### config.mk
export PLATFORM = sky130hd
export DESIGN_NAME = norm_frame_scheduler
export DESIGN_NICKNAME = d
export VERILOG_FILES = /design/src/rtl/norm_sched_pkg.sv /design/src/rtl/rr_arbiter.sv /design/src/rtl/norm_frame_scheduler.sv
export SDC_FILE = /design/constraint.sdc
export NUM_CORES = 1
export LEC_CHECK = 0
export ABC_CLOCK_PERIOD_IN_PS = 2400
export BUFFER_PORTS_ARGS = -buffer_cell sky130_fd_sc_hd__buf_2
export CAP_MARGIN = 0
export CELL_PAD_IN_SITES_DETAIL_PLACEMENT = 2
export CELL_PAD_IN_SITES_GLOBAL_PLACEMENT = 2
export CORE_UTILIZATION = 24
export CTS_BUF_LIST = sky130_fd_sc_hd__clkbuf_4 sky130_fd_sc_hd__clkbuf_8
export DETAILED_ROUTE_END_ITERATION = 7
export PLACE_DENSITY_LB_ADDON = 0.1
export SETUP_SLACK_MARGIN = 0.05
export SYNTH_ARGS = -nofsm -noshare
export SYNTH_HDL_FRONTEND = slang
export SYNTH_SLANG_ARGS = --single-unit
export TNS_END_PERCENT = 20
### constraint.sdc
create_clock -name clk -period 2.4 [get_ports clk]
set_input_delay 0.12 -clock clk [delete_from_list [all_inputs] [get_ports clk]]
set_output_delay 0.12 -clock clk [all_outputs]
set_load 0.005 [all_outputs]
### src/rtl/norm_sched_pkg.sv
// norm_sched_pkg: shared state encoding, sample width and index-width helper for the frame scheduler
package norm_sched_pkg;
    localparam int SAMPLE_W = 32;
    localparam int STATE_W  = 3;

    typedef enum logic [STATE_W-1:0] {
        ST_IDLE  = 3'd0,
        ST_START = 3'd1,
        ST_FEED  = 3'd2,
        ST_WAIT  = 3'd3,
        ST_FLUSH = 3'd4,
        ST_DONE  = 3'd5
    } state_t;

    function automatic int ch_idx_w(input int n);
        return (n > 1) ? $clog2(n) : 1;
    endfunction
endpackage

### src/rtl/rr_arbiter.sv
// rr_arbiter: combinational round-robin pick starting one past last_grant
module rr_arbiter
    import norm_sched_pkg::*;
#(
    parameter int NCH = 4,
    parameter int IW  = ch_idx_w(NCH)
) (
    input  logic [NCH-1:0] req,
    input  logic [IW-1:0]  last_grant,
    output logic [NCH-1:0] gnt,
    output logic [IW-1:0]  gnt_idx
);
    logic [IW-1:0] idx;

    // scan from the farthest offset down so the nearest requester after last_grant wins
    always_comb begin
        gnt     = '0;
        gnt_idx = '0;
        idx     = '0;
        for (int k = NCH; k >= 1; k--) begin
            idx = IW'((int'(last_grant) + k) % NCH);
            if (req[idx]) begin
                gnt      = '0;
                gnt[idx] = 1'b1;
                gnt_idx  = idx;
            end
        end
    end
endmodule

### src/rtl/norm_frame_scheduler.sv
// norm_frame_scheduler: shares one normalizer between NCH channels frame by frame; NORM_SCHED_TIMEOUT_EN builds the watchdog/flush
module norm_frame_scheduler
    import norm_sched_pkg::*;
#(
    parameter int NCH       = 4,
    parameter int CNT       = 1000,
    parameter int TIMEOUT   = 4096,
    parameter int FLUSH_CYC = 4
) (
    input  logic                    clk,
    input  logic                    rst,
    input  logic [NCH-1:0]          req,
    input  logic [NCH*SAMPLE_W-1:0] ch_data,
    input  logic [NCH-1:0]          ch_valid,
    output logic [NCH-1:0]          ch_ready,
    output logic [NCH-1:0]          grant,
    output logic                    norm_start_en,
    output logic [SAMPLE_W-1:0]     norm_data,
    output logic                    norm_data_valid,
    input  logic [SAMPLE_W-1:0]     norm_out_data,
    input  logic                    norm_out_valid,
    input  logic                    norm_end_flag,
    output logic                    norm_flush,
    output logic [SAMPLE_W-1:0]     out_data,
    output logic                    out_valid,
    output logic [$clog2(NCH)-1:0]  out_ch,
    output logic                    frame_done,
    output logic                    frame_ok,
    output logic                    timeout_err,
    output logic                    busy
);
    localparam int IW = ch_idx_w(NCH);
    localparam int FW = $clog2(CNT + 1);

    state_t              state_q, state_d;
    logic [NCH-1:0]      grant_q, grant_d, arb_gnt;
    logic [IW-1:0]       idx_q, idx_d, last_grant_q, last_grant_d, arb_idx;
    logic [FW-1:0]       feed_cnt_q, feed_cnt_d, out_cnt_q, out_cnt_d;
    logic                norm_start_en_q, norm_start_en_d;
    logic                norm_data_valid_q, norm_data_valid_d;
    logic [SAMPLE_W-1:0] norm_data_q, norm_data_d;
    logic                out_valid_q, out_valid_d;
    logic [SAMPLE_W-1:0] out_data_q, out_data_d;
    logic [IW-1:0]       out_ch_q, out_ch_d;
    logic                frame_done_q, frame_done_d;
    logic                frame_ok_q, frame_ok_d;
    logic                xfer, in_wait;
    logic [SAMPLE_W-1:0] sel_data;

`ifdef NORM_SCHED_TIMEOUT_EN
    localparam int WW = $clog2(TIMEOUT);
    localparam int CW = $clog2(FLUSH_CYC + 1);
    logic [WW-1:0] wd_cnt_q, wd_cnt_d;
    logic [CW-1:0] flush_cnt_q, flush_cnt_d;
    logic          timed_out_q, timed_out_d;
    logic          timeout_err_q, timeout_err_d;
    logic          norm_flush_q, norm_flush_d;
    logic          expire;
`else
    logic unused_cfg;
    assign unused_cfg = ^{TIMEOUT, FLUSH_CYC};
`endif

    rr_arbiter #(.NCH(NCH), .IW(IW)) u_arb (
        .req        (req),
        .last_grant (last_grant_q),
        .gnt        (arb_gnt),
        .gnt_idx    (arb_idx)
    );

    assign sel_data = ch_data[SAMPLE_W*int'(idx_q) +: SAMPLE_W];
    assign xfer     = (state_q == ST_FEED) && |(ch_valid & grant_q);
    assign in_wait  = state_q == ST_WAIT;
    assign ch_ready = (state_q == ST_FEED) ? grant_q : '0;

    // next-state, counters and registered-output values for the frame sequence
    always_comb begin
        state_d           = state_q;
        grant_d           = grant_q;
        idx_d             = idx_q;
        last_grant_d      = last_grant_q;
        feed_cnt_d        = xfer ? feed_cnt_q + 1'b1 : feed_cnt_q;
        out_cnt_d         = (in_wait && norm_out_valid) ? out_cnt_q + 1'b1 : out_cnt_q;
        norm_start_en_d   = 1'b0;
        norm_data_valid_d = xfer;
        norm_data_d       = xfer ? sel_data : norm_data_q;
        out_valid_d       = in_wait && norm_out_valid;
        out_data_d        = out_valid_d ? norm_out_data : out_data_q;
        out_ch_d          = out_valid_d ? idx_q : out_ch_q;
`ifdef NORM_SCHED_TIMEOUT_EN
        wd_cnt_d          = (in_wait && !norm_out_valid) ? wd_cnt_q + 1'b1 : '0;
        flush_cnt_d       = (state_q == ST_FLUSH) ? flush_cnt_q + 1'b1 : '0;
        timed_out_d       = timed_out_q;
        timeout_err_d     = 1'b0;
        norm_flush_d      = 1'b0;
        expire            = in_wait && !norm_out_valid && wd_cnt_q == WW'(TIMEOUT - 1);
`endif
        case (state_q)
            ST_IDLE: if (|req) begin
                grant_d         = arb_gnt;
                idx_d           = arb_idx;
                norm_start_en_d = 1'b1;
                state_d         = ST_START;
            end
            ST_START: state_d = ST_FEED;
            ST_FEED: if (xfer && feed_cnt_q == FW'(CNT - 1)) state_d = ST_WAIT;
            ST_WAIT: begin
                if (norm_end_flag) state_d = ST_DONE;
`ifdef NORM_SCHED_TIMEOUT_EN
                else if (expire) begin
                    state_d       = ST_FLUSH;
                    timeout_err_d = 1'b1;
                    timed_out_d   = 1'b1;
                    norm_flush_d  = 1'b1;
                end
`endif
            end
`ifdef NORM_SCHED_TIMEOUT_EN
            ST_FLUSH: begin
                norm_flush_d = flush_cnt_q != CW'(FLUSH_CYC - 1);
                if (!norm_flush_d) state_d = ST_DONE;
            end
`endif
            ST_DONE: begin
                state_d      = ST_IDLE;
                grant_d      = '0;
                last_grant_d = idx_q;
                feed_cnt_d   = '0;
                out_cnt_d    = '0;
`ifdef NORM_SCHED_TIMEOUT_EN
                timed_out_d  = 1'b0;
`endif
            end
            default: state_d = ST_IDLE;
        endcase
        frame_done_d = state_d == ST_DONE && state_q != ST_DONE;
        frame_ok_d   = frame_done_d && out_cnt_d == FW'(CNT);
`ifdef NORM_SCHED_TIMEOUT_EN
        frame_ok_d   = frame_ok_d && !timed_out_d;
`endif
    end

    // single state register for the FSM and all registered outputs
    always_ff @(posedge clk) begin
        if (rst) begin
            state_q           <= ST_IDLE;
            grant_q           <= '0;
            idx_q             <= '0;
            last_grant_q      <= IW'(NCH - 1);
            feed_cnt_q        <= '0;
            out_cnt_q         <= '0;
            norm_start_en_q   <= 1'b0;
            norm_data_valid_q <= 1'b0;
            norm_data_q       <= '0;
            out_valid_q       <= 1'b0;
            out_data_q        <= '0;
            out_ch_q          <= '0;
            frame_done_q      <= 1'b0;
            frame_ok_q        <= 1'b0;
`ifdef NORM_SCHED_TIMEOUT_EN
            wd_cnt_q          <= '0;
            flush_cnt_q       <= '0;
            timed_out_q       <= 1'b0;
            timeout_err_q     <= 1'b0;
            norm_flush_q      <= 1'b0;
`endif
        end else begin
            state_q           <= state_d;
            grant_q           <= grant_d;
            idx_q             <= idx_d;
            last_grant_q      <= last_grant_d;
            feed_cnt_q        <= feed_cnt_d;
            out_cnt_q         <= out_cnt_d;
            norm_start_en_q   <= norm_start_en_d;
            norm_data_valid_q <= norm_data_valid_d;
            norm_data_q       <= norm_data_d;
            out_valid_q       <= out_valid_d;
            out_data_q        <= out_data_d;
            out_ch_q          <= out_ch_d;
            frame_done_q      <= frame_done_d;
            frame_ok_q        <= frame_ok_d;
`ifdef NORM_SCHED_TIMEOUT_EN
            wd_cnt_q          <= wd_cnt_d;
            flush_cnt_q       <= flush_cnt_d;
            timed_out_q       <= timed_out_d;
            timeout_err_q     <= timeout_err_d;
            norm_flush_q      <= norm_flush_d;
`endif
        end
    end

    assign grant           = grant_q;
    assign norm_start_en   = norm_start_en_q;
    assign norm_data       = norm_data_q;
    assign norm_data_valid = norm_data_valid_q;
    assign out_data        = out_data_q;
    assign out_valid       = out_valid_q;
    assign out_ch          = out_ch_q;
    assign frame_done      = frame_done_q;
    assign frame_ok        = frame_ok_q;
    assign busy            = state_q != ST_IDLE;
`ifdef NORM_SCHED_TIMEOUT_EN
    assign timeout_err     = timeout_err_q;
    assign norm_flush      = norm_flush_q;
`else
    assign timeout_err     = 1'b0;
    assign norm_flush      = 1'b0;
`endif
endmodule

==> results by group <==
Setup path
  • Crit Path Class: reg -> reg
  • Path depth of the worst reg2reg path: 7
  • CP arrival: 2.43 ns
  • Max Fanout on Critical Path: 9
  • CP most frequent cell: mux2i_1
  • CP peak stage delay: 0.47 ns
  • Worst reg-to-reg setup slack: 0.25 ns
  • Stages on worst setup path: 7
  • CP Capture Type: flop
  • Worst setup SP type: flop
  • Top cell family by delay on the critical path: compound AO/OA/AOI/OAI gates
  • RR Startpoint: last_grant_q[0]
  • Crit path buffers/inverters: 1
  • Worst path cell trace: inv_2 > ha_1 > mux2i_1 > mux2i_1 > nor3b_2 > a22o_1 > a221o_1
  • Slowest CP cell: ha_1
  • WP data required: 2.68 ns
  • Reg2reg end: grant[0]

STA
  • TNS Setup: 0 ns
  • RSZ-0062 raised after global routing: false
  • Tcrit/Tclk final: 89.8%
  • Fin. max-slew vios: 0
  • Slew @ Worst Pin: 0.604 ns
  • Clock skew: 0.0102 ns
  • Final-report setup violation count: 0
  • Fin crit period: 2.15 ns
  • Achievable Freq: 464 MHz
  • Final Hold Fails: 0
  • Fin worst setup slack: 0.245 ns
  • Relative slew slack: 59.7%

Floorplanning
  • Die footprint: 21,800 um^2
  • Die Y: 148 um
  • Row count: 52
  • Initial core utilization: 24.8%
  • Core box area: 20,600 um^2
  • I/O pins: 254
  • Die width: 148 um

Global routing
  • Antenna violations before repair: 2
  • First-pass GRT wire length: 30,500 um
  • Total congestion overflow: 0
  • Vias in the first global route: 5,798
  • GRT Util Overall: 17.9%
  • Largest net degree at the start of global routing: 55

Hold path
  • Hold Startpoint: norm_end_flag
  • Hold EP: frame_done
  • Hold WC Path Type: in -> reg
  • WHS Path Cells: 3

Synthesis
  • Synth top area share: 40.0%
  • Mapped Cells: 568
  • Synthesis-stage register bit count: 102
  • Seq/Total Area, Yosys: 40.0%
  • Post-Syn Area: 5100 um^2
  • Yosys warns: 0
  • Post-synth top cells: nand2_1, dfxtp_1, a21oi_1, mux4_2, clkbuf_1
  • Cell with the most instances after synthesis: nand2_1
  • Ys flop type: dfxtp_1
  • Top cells by area, synth: dfxtp_1, mux4_2, nand2_1
  • Largest area contributor in the netlist: dfxtp_1
  • Syn avg cell area: 8.98 um^2
  • EDFF count, synth: 0
  • Synth unique cells: 55
  • Post-synthesis async set-or-reset flop share: 0%

Final layout
  • Non-filler cells, final: 1,102
  • Syn-to-layout area delta: 39.8%
  • Share of post-route cells with drive strength above 1: 38.9%
  • Filler cell count: 2,451
  • Layout Nets: 1,009
  • Final instance area: 7130 um^2

Placement
  • Post-DP Area: 6610 um^2
  • Port buffer count: 251
  • GP Congestion: 0.767
  • Placed Instances: 1,054
  • Dpl hpwl: 14,500 um
  • DP Worst Slack: 0.176 ns

Clocking
  • Clock Sinks: 102
  • CTS tree: done
  • Htree depth: 3
  • Clock Tree Root: clkbuf_8
  • Clock slew at reported path FFs: 0.10 ns
  • Setup bufs post-CTS: 0
  • Max Root-Sink Buffers: 2
  • Later-pin clock latency in the skew report: 0.39 ns
  • CTS Buf Count: 9

Drt
  • Routed WL: 19,400 um
  • Post-DR wirelength/cell: 17.6 um
  • Number of vias in the routed layout: 5,272
  • Vias per cell: 4.78
  • Iteration-0 DRC Markers: 138
  • DRT Pass-1 Iters: 4
  • Post-route antenna net violation count: 0
  • Drc violations: 0

Power
  • Peak supply drop: 0.234 mV
  • Power Density: 513 nW/um^2
  • Leakage: 2.99 nW

Outcome
  • Status: completed

Job
  • Max-cap violation count: 0
## worst register-to-register path, stage by stage, from the launching register on
cell     delay [ns]
dfxtp_1        0.36
inv_2          0.09
ha_1           0.47
mux2i_1        0.27
mux2i_1        0.16
nor3b_2        0.22
a22o_1         0.20
a221o_1        0.27
## power by group
group / internal [W] / switching [W]
clock: 0.000514 / 0.000626
combinational: 0.000395 / 0.000340
sequential: 0.00174 / 0.0000410
total: 0.00265 / 0.00101
## layout make-up
type | instances | area [um^2] | area share [%]
antenna | 1 | 2.50 | 0.0351
clock buffer | 11 | 145 | 2.04
clock inverter | 4 | 47.5 | 0.667
inverter | 4 | 15.0 | 0.211
multi-input combinational | 414 | 2840 | 39.8
sequential | 102 | 2040 | 28.7
tap | 270 | 338 | 4.74
timing repair buffer | 296 | 1700 | 23.8
## per-layer routing
layer / part of all wire [%] / vias up / track usage, %
met1: 40 / 2573 / 19.9
met3: 6.6 / 25 / 4.66
met4: 2.0 / 2 / 6.70
met2: 51 / 165 / 32.4
li1: - / 2507 / -
met5: 0.082 / - / 0
## through the flow
stage	hold WS [ns]	total power (W)	util (%)
2_1_floorplan	0.256	0.00223	-
3_3_place_gp	0.360	0.00251	32.1
3_5_place_dp	0.373	0.00253	32.1
4_1_cts	0.0224	0.00373	34.6
5_1_grt	0.0462	0.00386	34.7
6_report	0.0609	0.00366	34.7
## timing repair
item | CTS | global route
hold buffers | 32 | 0
setup endpoints to repair | 0 | 4
hold endpoints to repair | 32 | 0
gates resized for setup | 0 | 1
## state kept, by name (all words and copies together) (netlist names), 3 cells and up
register    cells
feed_cnt_q     10
state_q         3
norm_data      32
out_cnt_q      10
grant           4
out_data       32
## kinds of logic after synthesis
kind of cell,synth area share (%)
AO/OA/AOI/OAI,12.9
XOR/XNOR,2.92
adder cells (fa/ha/maj),2.45
buffers and inverters,4.54
flip-flops,40.0
multiplexers,16.0
other,0.0735
AND/OR/NAND/NOR,21.1
## worst max-delay path by stage
stage	endpoint	slack [ns]	start
6_report	grant[0]	0.25	last_grant_q[0]
5_1_grt	grant[0]	0.08	last_grant_q[0]
4_1_cts	grant[0]	0.14	last_grant_q[0]
3_5_place_dp	grant[0]	0.18	last_grant_q[0]
3_3_place_gp	grant[2]	0.35	last_grant_q[0]
2_1_floorplan	grant[0]	0.11	last_grant_q[0]
## cell usage in the layout (no fill, tap or decap), types with 11 or more instances in the layout
| cell | Yosys | routed |
|---|---|---|
| buf_2 | 8 | 251 |
| nand2_1 | 150 | 150 |
| dfxtp_1 | 102 | 101 |
| a21oi_1 | 72 | 72 |
| mux4_2 | 34 | 34 |
| dlygate4sd3_1 | 0 | 32 |
| nor2_1 | 24 | 24 |
| buf_4 | 2 | 11 |
No activity file was read; power rests on OpenSTA's default activity.
